--- src/rtl/y86_seq_ctrl.sv ---
// y86_seq_ctrl: multi-cycle stage sequencer for the sequential Y86-64 core.
// Owns the PC, walks each instruction through six one-hot stage enables,
// waits on the data-memory handshake and keeps the processor status code.
//
// Memory handshake: while in MEMORY for a memory-touching icode the request
// is implicitly outstanding; the access completes in the first cycle that
// mem_ready=1, and only in that cycle are valM and dmem_error meaningful.
// A completion arriving in the final allowed wait cycle wins over timeout.
module y86_seq_ctrl #(
    parameter logic [63:0] RESET_PC    = 64'h0,
    parameter int          MEM_TIMEOUT = 16
) (
    input  logic        clk,
    input  logic        reset,
    input  logic [3:0]  icode,
    input  logic        instr_valid,
    input  logic        imem_error,
    input  logic [63:0] valC,
    input  logic [63:0] valP,
    input  logic        cnd,
    input  logic [63:0] valM,
    input  logic        mem_ready,
    input  logic        dmem_error,
    output logic [63:0] PC,
    output logic        f_en,
    output logic        d_en,
    output logic        e_en,
    output logic        m_en,
    output logic        w_en,
    output logic        pc_en,
    output logic [1:0]  stat,
    output logic        halted,
    output logic [31:0] instr_count
);

    typedef enum logic [2:0] {
        S_FETCH     = 3'd0,
        S_DECODE    = 3'd1,
        S_EXECUTE   = 3'd2,
        S_MEMORY    = 3'd3,
        S_WRITEBACK = 3'd4,
        S_PCUPD     = 3'd5,
        S_HALT      = 3'd6
    } state_t;

    localparam logic [1:0] STAT_AOK = 2'b00;
    localparam logic [1:0] STAT_HLT = 2'b01;
    localparam logic [1:0] STAT_ADR = 2'b10;
    localparam logic [1:0] STAT_INS = 2'b11;

    // Wait counter runs 0..MEM_TIMEOUT-1; the last value is the final allowed cycle.
    localparam int            CW        = (MEM_TIMEOUT > 1) ? $clog2(MEM_TIMEOUT) : 1;
    localparam logic [CW-1:0] WAIT_LAST = CW'(MEM_TIMEOUT - 1);

    state_t        state, state_n;
    logic [63:0]   pc_n;
    logic [1:0]    stat_n;
    logic          halted_n;
    logic [31:0]   count_n;
    logic [3:0]    icode_r, icode_n;
    logic [63:0]   valc_r, valc_n;
    logic [63:0]   valp_r, valp_n;
    logic [63:0]   valm_r, valm_n;
    logic          cnd_r, cnd_n;
    logic [CW-1:0] wait_r, wait_n;
    logic          mem_op;

    // Instructions that touch data memory and must wait for the handshake.
    assign mem_op = (icode_r == 4'h4) || (icode_r == 4'h5) || (icode_r == 4'h8) ||
                    (icode_r == 4'h9) || (icode_r == 4'hA) || (icode_r == 4'hB);

    // State and architectural registers; reset overrides any in-flight instruction.
    always_ff @(posedge clk) begin
        if (reset) begin
            state       <= S_FETCH;
            PC          <= RESET_PC;
            stat        <= STAT_AOK;
            halted      <= 1'b0;
            instr_count <= 32'd0;
            icode_r     <= 4'h0;
            valc_r      <= 64'h0;
            valp_r      <= 64'h0;
            valm_r      <= 64'h0;
            cnd_r       <= 1'b0;
            wait_r      <= '0;
        end else begin
            state       <= state_n;
            PC          <= pc_n;
            stat        <= stat_n;
            halted      <= halted_n;
            instr_count <= count_n;
            icode_r     <= icode_n;
            valc_r      <= valc_n;
            valp_r      <= valp_n;
            valm_r      <= valm_n;
            cnd_r       <= cnd_n;
            wait_r      <= wait_n;
        end
    end

    // Next-state, latched operands and status; everything holds by default.
    always_comb begin
        state_n  = state;
        pc_n     = PC;
        stat_n   = stat;
        halted_n = halted;
        count_n  = instr_count;
        icode_n  = icode_r;
        valc_n   = valc_r;
        valp_n   = valp_r;
        valm_n   = valm_r;
        cnd_n    = cnd_r;
        wait_n   = wait_r;
        case (state)
            S_FETCH: begin
                if (imem_error) begin
                    stat_n   = STAT_ADR;
                    halted_n = 1'b1;
                    state_n  = S_HALT;
                end else if (!instr_valid) begin
                    stat_n   = STAT_INS;
                    halted_n = 1'b1;
                    state_n  = S_HALT;
                end else if (icode == 4'h0) begin
                    stat_n   = STAT_HLT;
                    halted_n = 1'b1;
                    state_n  = S_HALT;
                end else begin
                    icode_n = icode;
                    valc_n  = valC;
                    valp_n  = valP;
                    state_n = S_DECODE;
                end
            end
            S_DECODE: state_n = S_EXECUTE;
            S_EXECUTE: begin
                cnd_n   = cnd;
                wait_n  = '0;
                state_n = S_MEMORY;
            end
            S_MEMORY: begin
                if (!mem_op) begin
                    state_n = S_WRITEBACK;
                end else if (mem_ready) begin
                    valm_n = valM;
                    if (dmem_error) begin
                        stat_n   = STAT_ADR;
                        halted_n = 1'b1;
                        state_n  = S_HALT;
                    end else begin
                        state_n = S_WRITEBACK;
                    end
                end else if (wait_r == WAIT_LAST) begin
                    stat_n   = STAT_ADR;
                    halted_n = 1'b1;
                    state_n  = S_HALT;
                end else begin
                    wait_n = wait_r + CW'(1);
                end
            end
            S_WRITEBACK: state_n = S_PCUPD;
            S_PCUPD: begin
                if (icode_r == 4'h8) begin
                    pc_n = valc_r;
                end else if ((icode_r == 4'h7) && cnd_r) begin
                    pc_n = valc_r;
                end else if (icode_r == 4'h9) begin
                    pc_n = valm_r;
                end else begin
                    pc_n = valp_r;
                end
                count_n = instr_count + 32'd1;
                state_n = S_FETCH;
            end
            S_HALT: state_n = S_HALT;
            default: state_n = S_FETCH;
        endcase
    end

    // Moore decode of the one-hot stage enables; all low in HALT.
    always_comb begin
        f_en  = 1'b0;
        d_en  = 1'b0;
        e_en  = 1'b0;
        m_en  = 1'b0;
        w_en  = 1'b0;
        pc_en = 1'b0;
        case (state)
            S_FETCH:     f_en  = 1'b1;
            S_DECODE:    d_en  = 1'b1;
            S_EXECUTE:   e_en  = 1'b1;
            S_MEMORY:    m_en  = 1'b1;
            S_WRITEBACK: w_en  = 1'b1;
            S_PCUPD:     pc_en = 1'b1;
            default:     ;
        endcase
    end

endmodule

--- config.mk ---
export PLATFORM = sky130hd
export DESIGN_NAME = y86_seq_ctrl
export DESIGN_NICKNAME = d
export VERILOG_FILES = /design/src/rtl/y86_seq_ctrl.sv
export SDC_FILE = /design/constraint.sdc
export NUM_CORES = 1
export LEC_CHECK = 0
export BUFFER_PORTS_ARGS = -buffer_cell sky130_fd_sc_hd__buf_4
export CELL_PAD_IN_SITES_DETAIL_PLACEMENT = 1
export CELL_PAD_IN_SITES_GLOBAL_PLACEMENT = 1
export CORE_ASPECT_RATIO = 1.2
export CORE_MARGIN = 5
export CORE_UTILIZATION = 34
export CTS_CLUSTER_DIAMETER = 80
export CTS_CLUSTER_SIZE = 16
export DETAILED_ROUTE_END_ITERATION = 7
export GPL_TIMING_DRIVEN = 0
export PLACE_DENSITY = 0.86
export SLEW_MARGIN = 15
export SYNTH_ARGS = -nofsm -noshare
export SYNTH_HDL_FRONTEND = slang
export SYNTH_SLANG_ARGS = --single-unit
--- constraint.sdc ---
create_clock -name clk -period 2.05 [get_ports clk]
set_input_delay 0.41 -clock clk [delete_from_list [all_inputs] [get_ports clk]]
set_output_delay 0.41 -clock clk [all_outputs]
set_load 0.01 [all_outputs]
======== Word level (Yosys, flattened, before mapping) ========
Cells that the tools add are included.
operators by class
  $add $sub $neg .......................... 2
  equal/unequal tests ..................... 21
  multiplexer cells ....................... 37
  bitwise operators ....................... 2
  reductions and logical operators ........ 14
operators by type and width
  operator                                                          count
  64-bit 2-to-1 mux                                                 3
  32-bit by 1-bit adder with 32-bit output (second input constant)  1
  4-bit == test (second input constant)                             5
  3-bit 2-to-1 mux                                                  6
  3-bit one-hot mux with 6 select lines                             1
  2-bit 2-to-1 mux                                                  8
  1-bit 2-to-1 mux                                                  13
  4-bit by 3-bit == test with 1-bit output (second input constant)  3
  4-bit 2-to-1 mux                                                  3
  3-bit == test (second input constant)                             3
  4-bit inequality test (second input constant)                     2
  4-bit one-hot mux with 2 select lines                             1
  4-bit AND reduction                                               2
  3-bit by 2-bit == test with 1-bit output (second input constant)  2
  2-bit inequality test (second input constant)                     3
  3-bit inequality test (second input constant)                     2
  1-bit logical OR                                                  5
  5-bit AND reduction                                               1
  4-bit by 1-bit adder with 4-bit output (second input constant)    1
  4-bit zero test                                                   1
  2-bit one-hot mux with 2 select lines                             1
  2-bit nonzero test                                                2
  3-bit by 1-bit == test with 1-bit output (second input constant)  1
  3-bit zero test                                                   1
  other kinds (4)                                                   5
storage, ports and cells
  register bits after elaboration ......... 303
  bits of input ports ..................... 203
  output and inout port bits .............. 105

======== Logic depth before layout (Yosys ltp) ========
Gate-level depths: netlist (run 1).
  depth after elaboration ................. 8
  depth in mapped cells ................... 8
  depth with buffers taken out ............ 5

======== Least setup slack after synthesis (run 1) ========
Ideal clock, no wire load.
  path kind ............................... register to register
  start ................................... register instr_count[0]
  end ..................................... register instr_count[28]
  library setup time ...................... 0.070 ns
  arrival time ............................ 1.946 ns
  slack ................................... 0.034 ns
  stages on the path, launching flop included .. 7
  cells stage by stage .................... dfxtp_1 ha_1 nand3_1 or4_1 buf_2 or4_1 a21oi_1
between the ends
  cells in the longest elaborated chain, start to end .. 1
RTL lines
  element                                   line  text
  from (decl)                               33    output logic [31:0] instr_count
  from (signal assigned)                    91    instr_count <= count_n;
  32-bit by 1-bit adder with 32-bit output  172   count_n = instr_count + 32'd1;
No other way between the ends.
A chain may end at the register's enable or synchronous reset.

======== Worst setup path after layout (run 1) ========
  start ................................... register state[2]
  end ..................................... register instr_count[30]
between the ends
  cells in the longest elaborated chain, start to end .. 1
RTL lines
  element                 line  text
  from (decl)             55    state_t state, state_n;
  from (signal assigned)  87    state <= state_n;
  3-bit == test           114   case (state)
No other way between the ends.

==> flow_summary.json, run 1 <==
{
  "status": "complete, no violations",
  "drtIter0Drc": 490,
  "nNetsFinal": 2086,
  "holdPathStages": 3,
  "syn_area_um2": 12000,
  "place_congestion": 0.8488,
  "stdcell_count": 2348,
  "ys_ff_latch": 303,
  "cts_buffers": 22,
  "worst_hold_path_type": "input pin to flip-flop",
  "dr.pass1.iters": 5,
  "p_seq_frac": 0.522,
  "yosysUniqueCellTypes": 48,
  "drive_gt1_frac": 0.2472,
  "slew_violations": 0,
  "critPathBufInv": 3,
  "seq_area_frac_synth": 0.5057,
  "antenna_found_initial": 12,
  "end_kind": "flip-flop",
  "hold_viol_final": 0,
  "die_x_um": 181.5,
  "grt_max_degree": 17,
  "pwr-share-comb": 0.141,
  "synth_fp_nets": 1737,
  "grt_pass1_vias": 12830,
  "power_density_nw_per_um2": 746.9,
  "p_sw_mw": 3.130,
  "synth.yosys.warnings": 0,
  "rsz0062_at_grt": "true",
  "clockBufferDepth": 3,
  "drt-total-wl_mm": 45.92,
  "clkLatencyLatePin_ns": 0.52,
  "min_period_ns": 2.033,
  "layout_setup_ws_ns": 0.01650,
  "synth_area_per_cell_um2": 7.830,
  "numPortBuffers": 306,
  "period_share": 0.9920,
  "fin_skew_ns": 0.01377,
  "cts_root_buf": "clkbuf_16",
  "grt_use_total": 0.2215,
  "core.rowCount": 75,
  "h-tree-depth": 1,
  "clock-sinks": 303,
  "p_total_mw": 11.95,
  "slowest_delay_ns": 0.48,
  "n_fill_cell": 4326,
  "via_count": 12050,
  "synthFlopType": "dfxtp_1",
  "fmaxAchievable_mhz": 491.8,
  "ios": 308,
  "p_clk_frac": 0.337,
  "worstMarginPinSlew_ns": 0.8536,
  "antenna_left": 0,
  "syn_to_final_growth_pct": 33.34,
  "r2r_cells": 7,
  "cpMostUsedCell": "buf_6",
  "hold_slack_ns": 0.1332,
  "max-vdd-ir-drop_mv": 0.4337,
  "worstSetupStartpointType": "flip-flop",
  "initial_utilization": 0.3436,
  "synthArstFlopShare": 0,
  "via_per_inst": 5.131,
  "setup_viol": 0,
  "dieArea_um2": 39150,
  "crit_required_ns": 2.49,
  "drc": 0,
  "path_class": "flip-flop to flip-flop",
  "arrival_ns": 2.47,
  "cap_violations": 0,
  "synth-edff-count": 0,
  "dp_hpwl_mm": 34.34,
  "swShare": 0.2620,
  "cts_tree": "built",
  "leakage_nw": 6.013,
  "hold_buffers": 0,
  "place_ws_ns": -1.101,
  "cp_cell_sequence": "buf_6 > nand3b_4 > buf_6 > or4_4 > buf_6 > or4_1 > a21oi_1",
  "grt_pass1_wl_mm": 70.06,
  "critical_path_depth": 7,
  "cts.clk_slew.worst_paths_ns": 0.08,
  "crit_family": "simple AND/OR/NAND/NOR gates",
  "core_area_um2": 34910,
  "slew_headroom": 0.4310,
  "die_h_um": 215.8,
  "cp_slowest_cell": "or4_1",
  "syn_inst": 1532,
  "wire_per_inst_um": 19.56,
  "p_int_mw": 8.816,
  "crit_fanout": 9,
  "grt_overflow": 0,
  "dp_cells": 2302
}
## metrics by stage
step                      utilization  setup TNS (ns)  cell area (um2)
after global placement         0.4260         -186.61            14870
after detailed placement       0.4268         -198.93            14900
after CTS                      0.4530        -0.04829            15810
after global routing           0.4581         -0.3483            15990
after floorplan                     -               0            12000
final                          0.4582               0            15990
## placed cells by master (no fill, tap or decap), types with 23 or more instances in the layout
master	count
nand2_1	471
buf_4	326
dfxtp_1	290
a21oi_1	222
o21ai_0	132
nor2b_1	66
a211oi_1	63
clkbuf_1	47
clkbuf_2	32
clkbuf_16	23
## tightest hold or removal path, delay by kind of cell
kind / cells / cell delay, ns
compound gates: 1 / 0.05
simple gates: 1 / 0.05
buf+inv: 1 / 0.11
## cells in the mapped netlist (all sizes together), types with 2 or more instances
cell type	instances	share of area
a211oi	64	0.040
xor2	2	0.0015
nand2	471	0.15
o211a	2	0.0017
mux2i	2	0.0017
clkbuf	87	0.027
o31ai	9	0.0056
or4	12	0.0078
nor3b	4	0.0025
nand3b	3	0.0029
dfxtp	303	0.51
nor2	17	0.0053
nor3	5	0.0021
inv	10	0.0031
ha	2	0.0021
a221oi	2	0.0015
buf	32	0.013
a21oi	223	0.093
or3	13	0.0068
nand3	17	0.0071
o211ai	2	0.0013
xnor2	9	0.0066
nand4	8	0.0042
and4	4	0.0029
o21ai	141	0.059
nor4	4	0.0021
or3b	2	0.0015
nor2b	66	0.034
## state kept, by name, indices dropped and copies added, names as in the netlist
register,flops
wait_r,4
halted,1
valp_r,64
valc_r,64
icode_r,4
stat,2
instr_count,32
valm_r,64
PC,64
cnd_r,1
state,3
## area by class of cell
class                           instances  area [um2]  share of cell area
Timing Repair Buffer                  331        2526              0.1579
Sequential cell                       303        6090              0.3807
Buffer                                113       564.3             0.03528
Clock buffer                           24       579.3             0.03622
Inverter                               11       45.04            0.002816
Tap cell                              462       578.1             0.03614
Antenna cell                            5       12.51           0.0007823
Multi-Input combinational cell       1099        5599              0.3501
## what timing repair did
| item | CTS | global route |
|---|---|---|
| pin swaps | 18 | 4 |
| cloned | 1 | 1 |
| setup endpoints to repair | 285 | 146 |
| resized for setup | 77 | 75 |
| setup buffers | 13 | 8 |
## cells by family after synthesis
family / after synthesis / synth area share
AND/OR/NAND/NOR: 632 / 0.2308
AO/OA/AOI/OAI: 452 / 0.2078
flip-flops: 303 / 0.5057
buffers and inverters: 130 / 0.04391
XOR/XNOR: 11 / 0.008032
multiplexers: 2 / 0.001669
adder cells (fa/ha/maj): 2 / 0.002086
## power groups by stage
stage	clock network, mW	registers, mW	logic [mW]
finish	4.03	6.24	1.68
global route	4.33	6.26	1.84
CTS	4.13	6.21	1.66
detailed placement	0	6.35	1.57
global placement	0	6.33	1.51
floorplan	0	6.32	0.794
## worst paths after layout
kind	end	slack, ns	from
setup / recovery	instr_count[30]	0.02	state[2]
hold / removal	valc_r[63]	0.13	valC[63]
setup reg to reg	instr_count[30]	0.02	state[2]
hold reg to reg	valp_r[36]	0.45	valp_r[36]
## per-layer routing
metal | wire length [um] | vias to the layer above | global-route usage
li1 | - | 5875 | -
met1 | 18370 | 5781 | 0.2608
met2 | 23950 | 304 | 0.4078
met3 | 2253 | 76 | 0.03907
met4 | 1259 | 12 | 0.06882
met5 | 89 | - | 0
Note: power is estimated with default switching activity, not from simulation.
==> run 2: changes to the inputs <==
--- a/config.mk
+++ b/config.mk
@@ -5,6 +5,7 @@
 export SDC_FILE = /design/constraint.sdc
 export NUM_CORES = 1
 export LEC_CHECK = 0
+export ABC_AREA = 1
 export BUFFER_PORTS_ARGS = -buffer_cell sky130_fd_sc_hd__buf_4
 export CELL_PAD_IN_SITES_DETAIL_PLACEMENT = 1
 export CELL_PAD_IN_SITES_GLOBAL_PLACEMENT = 1
@@ -15,7 +16,7 @@
 export CTS_CLUSTER_SIZE = 16
 export DETAILED_ROUTE_END_ITERATION = 7
 export GPL_TIMING_DRIVEN = 0
-export PLACE_DENSITY = 0.86
+export PLACE_DENSITY = 0.87
 export SLEW_MARGIN = 15
 export SYNTH_ARGS = -nofsm -noshare
 export SYNTH_HDL_FRONTEND = slang
==> run 2 against run 1 <==
Effect of this change: synthesized area increased by 5.9%; sequential share of layout area decreased by 0.79 points; count of clock-buffer cells in the layout stayed put; sequential power is 16% higher.
==> flow_summary.json, run 2 <==
{
  "critPathBufInv": 4,
  "die_h_um": 221.7,
  "drive_gt1_frac": 0.1895,
  "leakage_nw": 7.479,
  "slew_headroom": 0.3155,
  "core.rowCount": 77,
  "drt-total-wl_mm": 48.33,
  "end_kind": "flip-flop",
  "h-tree-depth": 1,
  "cts_root_buf": "clkbuf_16",
  "wire_per_inst_um": 18.20,
  "cts.clk_slew.worst_paths_ns": 0.08,
  "cp_slowest_cell": "dfxtp_2",
  "initial_utilization": 0.3442,
  "yosysUniqueCellTypes": 32,
  "r2r-start": "state[1]",
  "syn_area_um2": 12700,
  "crit_required_ns": 2.46,
  "synth_top_area_cell": "dfxtp_1",
  "period_share": 0.9610,
  "synthArstFlopShare": 0,
  "dp_hpwl_mm": 37.37,
  "n_fill_cell": 4818,
  "synth_top_cell_area_share": 0.4776,
  "holdPathStages": 3,
  "p_total_mw": 15.51,
  "ff2ff_setup_slack_ns": 0.08,
  "r2r_cells": 10,
  "dieArea_um2": 41330,
  "yosys-top-cells-area": "dfxtp_1, nor2_1, o21ai_0",
  "antenna_left": 0,
  "grt_use_total": 0.2217,
  "synth.yosys.warnings": 0,
  "final_cell_mix": "nor2_1, o21ai_0, buf_4",
  "syn_to_final_growth_pct": 28.26,
  "syn_inst": 1844,
  "drc": 0,
  "numPortBuffers": 307,
  "clkLatencyLatePin_ns": 0.53,
  "hold_slack_ns": 0.09566,
  "ios": 308,
  "status": "complete, no violations",
  "seq_area_frac_synth": 0.4776,
  "nNetsFinal": 2382,
  "final_core_util": 0.4414,
  "setup_viol": 0,
  "grt_pass1_wl_mm": 74.94,
  "worstSetupStartpointType": "flip-flop",
  "power_density_nw_per_um2": 952.2,
  "place_congestion": 0.8620,
  "path_class": "flip-flop to flip-flop",
  "max-vdd-ir-drop_mv": 0.4530,
  "fin_skew_ns": 0.01166,
  "crit_family": "simple AND/OR/NAND/NOR gates",
  "hold_end": "valm_r[38]",
  "hold_buffers": 0,
  "clockBufferDepth": 3,
  "die_x_um": 186.4,
  "worstMarginPinSlew_ns": 1.027,
  "synth-edff-count": 0,
  "setup_tns_ns": 0,
  "cap_violations": 0,
  "synthFlopType": "dfxtp_1",
  "cp_cell_sequence": "inv_2 > nor2_4 > nand2_2 > clkinv_2 > nand2_2 > nor2_4 > inv_2 > buf_2 > nor2_1 > nor2_1",
  "worst_hold_path_type": "input pin to flip-flop",
  "worstHoldStart": "valM[38]",
  "synth.most_common_cell": "nor2_1",
  "ys_top_cells_by_count": "nor2_1, o21ai_0, dfxtp_1, nand2_1, inv_1",
  "clock-sinks": 303,
  "hold_viol_final": 0,
  "grt_overflow": 0,
  "via_per_inst": 4.980,
  "arrival_ns": 2.38,
  "grt_pass1_vias": 14160,
  "synth_fp_nets": 2049,
  "ys_ff_latch": 303,
  "core_area_um2": 36900,
  "slew_violations": 0,
  "via_count": 13220,
  "grt_max_degree": 20,
  "fmaxAchievable_mhz": 507.6,
  "slowest_delay_ns": 0.41,
  "crit_fanout": 10,
  "cts_buffers": 23,
  "cts_tree": "built",
  "min_period_ns": 1.970,
  "synth_area_per_cell_um2": 6.887,
  "drtIter0Drc": 601,
  "rsz0062_at_grt": "false",
  "final_common_cell": "nor2_1",
  "antenna_found_initial": 9,
  "r2r-end": "valm_r[52]",
  "dr.pass1.iters": 5
}
run 2: worst reg2reg max path: stages (launching register included):
cell,delay (ns)
dfxtp_2,0.41
inv_2,0.09
nor2_4,0.11
nand2_2,0.10
clkinv_2,0.11
nand2_2,0.09
nor2_4,0.14
inv_2,0.19
buf_2,0.24
nor2_1,0.26
nor2_1,0.10
run 2: area by class of cell:
type                            count  area [um2]  share of cell area
Sequential cell                   303        6072              0.3728
Multi-Input combinational cell   1296        5618              0.3449
Timing Repair Buffer              309        2320              0.1424
Tap cell                          474       593.1             0.03641
Clock buffer                       24       579.3             0.03557
Buffer                            115       568.0             0.03487
Inverter                          129       485.5             0.02980
Clock inverter                      3       47.55            0.002919
Antenna cell                        2       5.005           0.0003073
run 2: worst max path at each step:
| stage | depth (start not counted) | from | endpoint |
|---|---|---|---|
| CTS | 4 | state[0] | pc_en |
| finish | 10 | state[1] | valm_r[52] |
| floorplan | 4 | state[2] | pc_en |
| global route | 10 | state[1] | valm_r[52] |
| detailed placement | 9 | imem_error | valc_r[49] |
| global placement | 9 | imem_error | valc_r[49] |
run 2: cells by family after synthesis:
family,count (synthesis),synth area share
AND/OR/NAND/NOR,857,0.2644
AO/OA/AOI/OAI,432,0.1719
flip-flops,303,0.4776
buffers and inverters,245,0.08059
XOR/XNOR,5,0.003449
adder cells (fa/ha/maj),2,0.001970
run 2: repair_timing:
action	CTS	global route
buffers inserted	2	0
gates cloned	0	0
pin swaps	2	0
endpoints found under the setup margin	202	72
gates resized for setup	9	25
run 2: stage by stage:
stage                     cell area [um2]  cells  setup slack, ns
after floorplan                     12700   1844           0.5925
after global placement              15600   2625          -0.6006
after detailed placement            15600   2625          -0.5681
after CTS                           16260   2653         0.002367
after global routing                16290   2654          0.01086
final                               16290   2655          0.07995
run 2: power breakdown:
group | total [mW] | switching, mW | internal, mW
combinational | 4.03 | 2.49 | 1.54
clock | 4.27 | 2.14 | 2.14
sequential | 7.21 | 0.465 | 6.74
total | 15.5 | 5.09 | 10.4
run 2: metal layers:
layer,GRT usage,up-vias,share of wire
met5,0,-,0.0027
met4,0.07556,16,0.034
met3,0.04488,100,0.056
met2,0.4094,337,0.51
met1,0.2529,6257,0.40
li1,-,6513,-
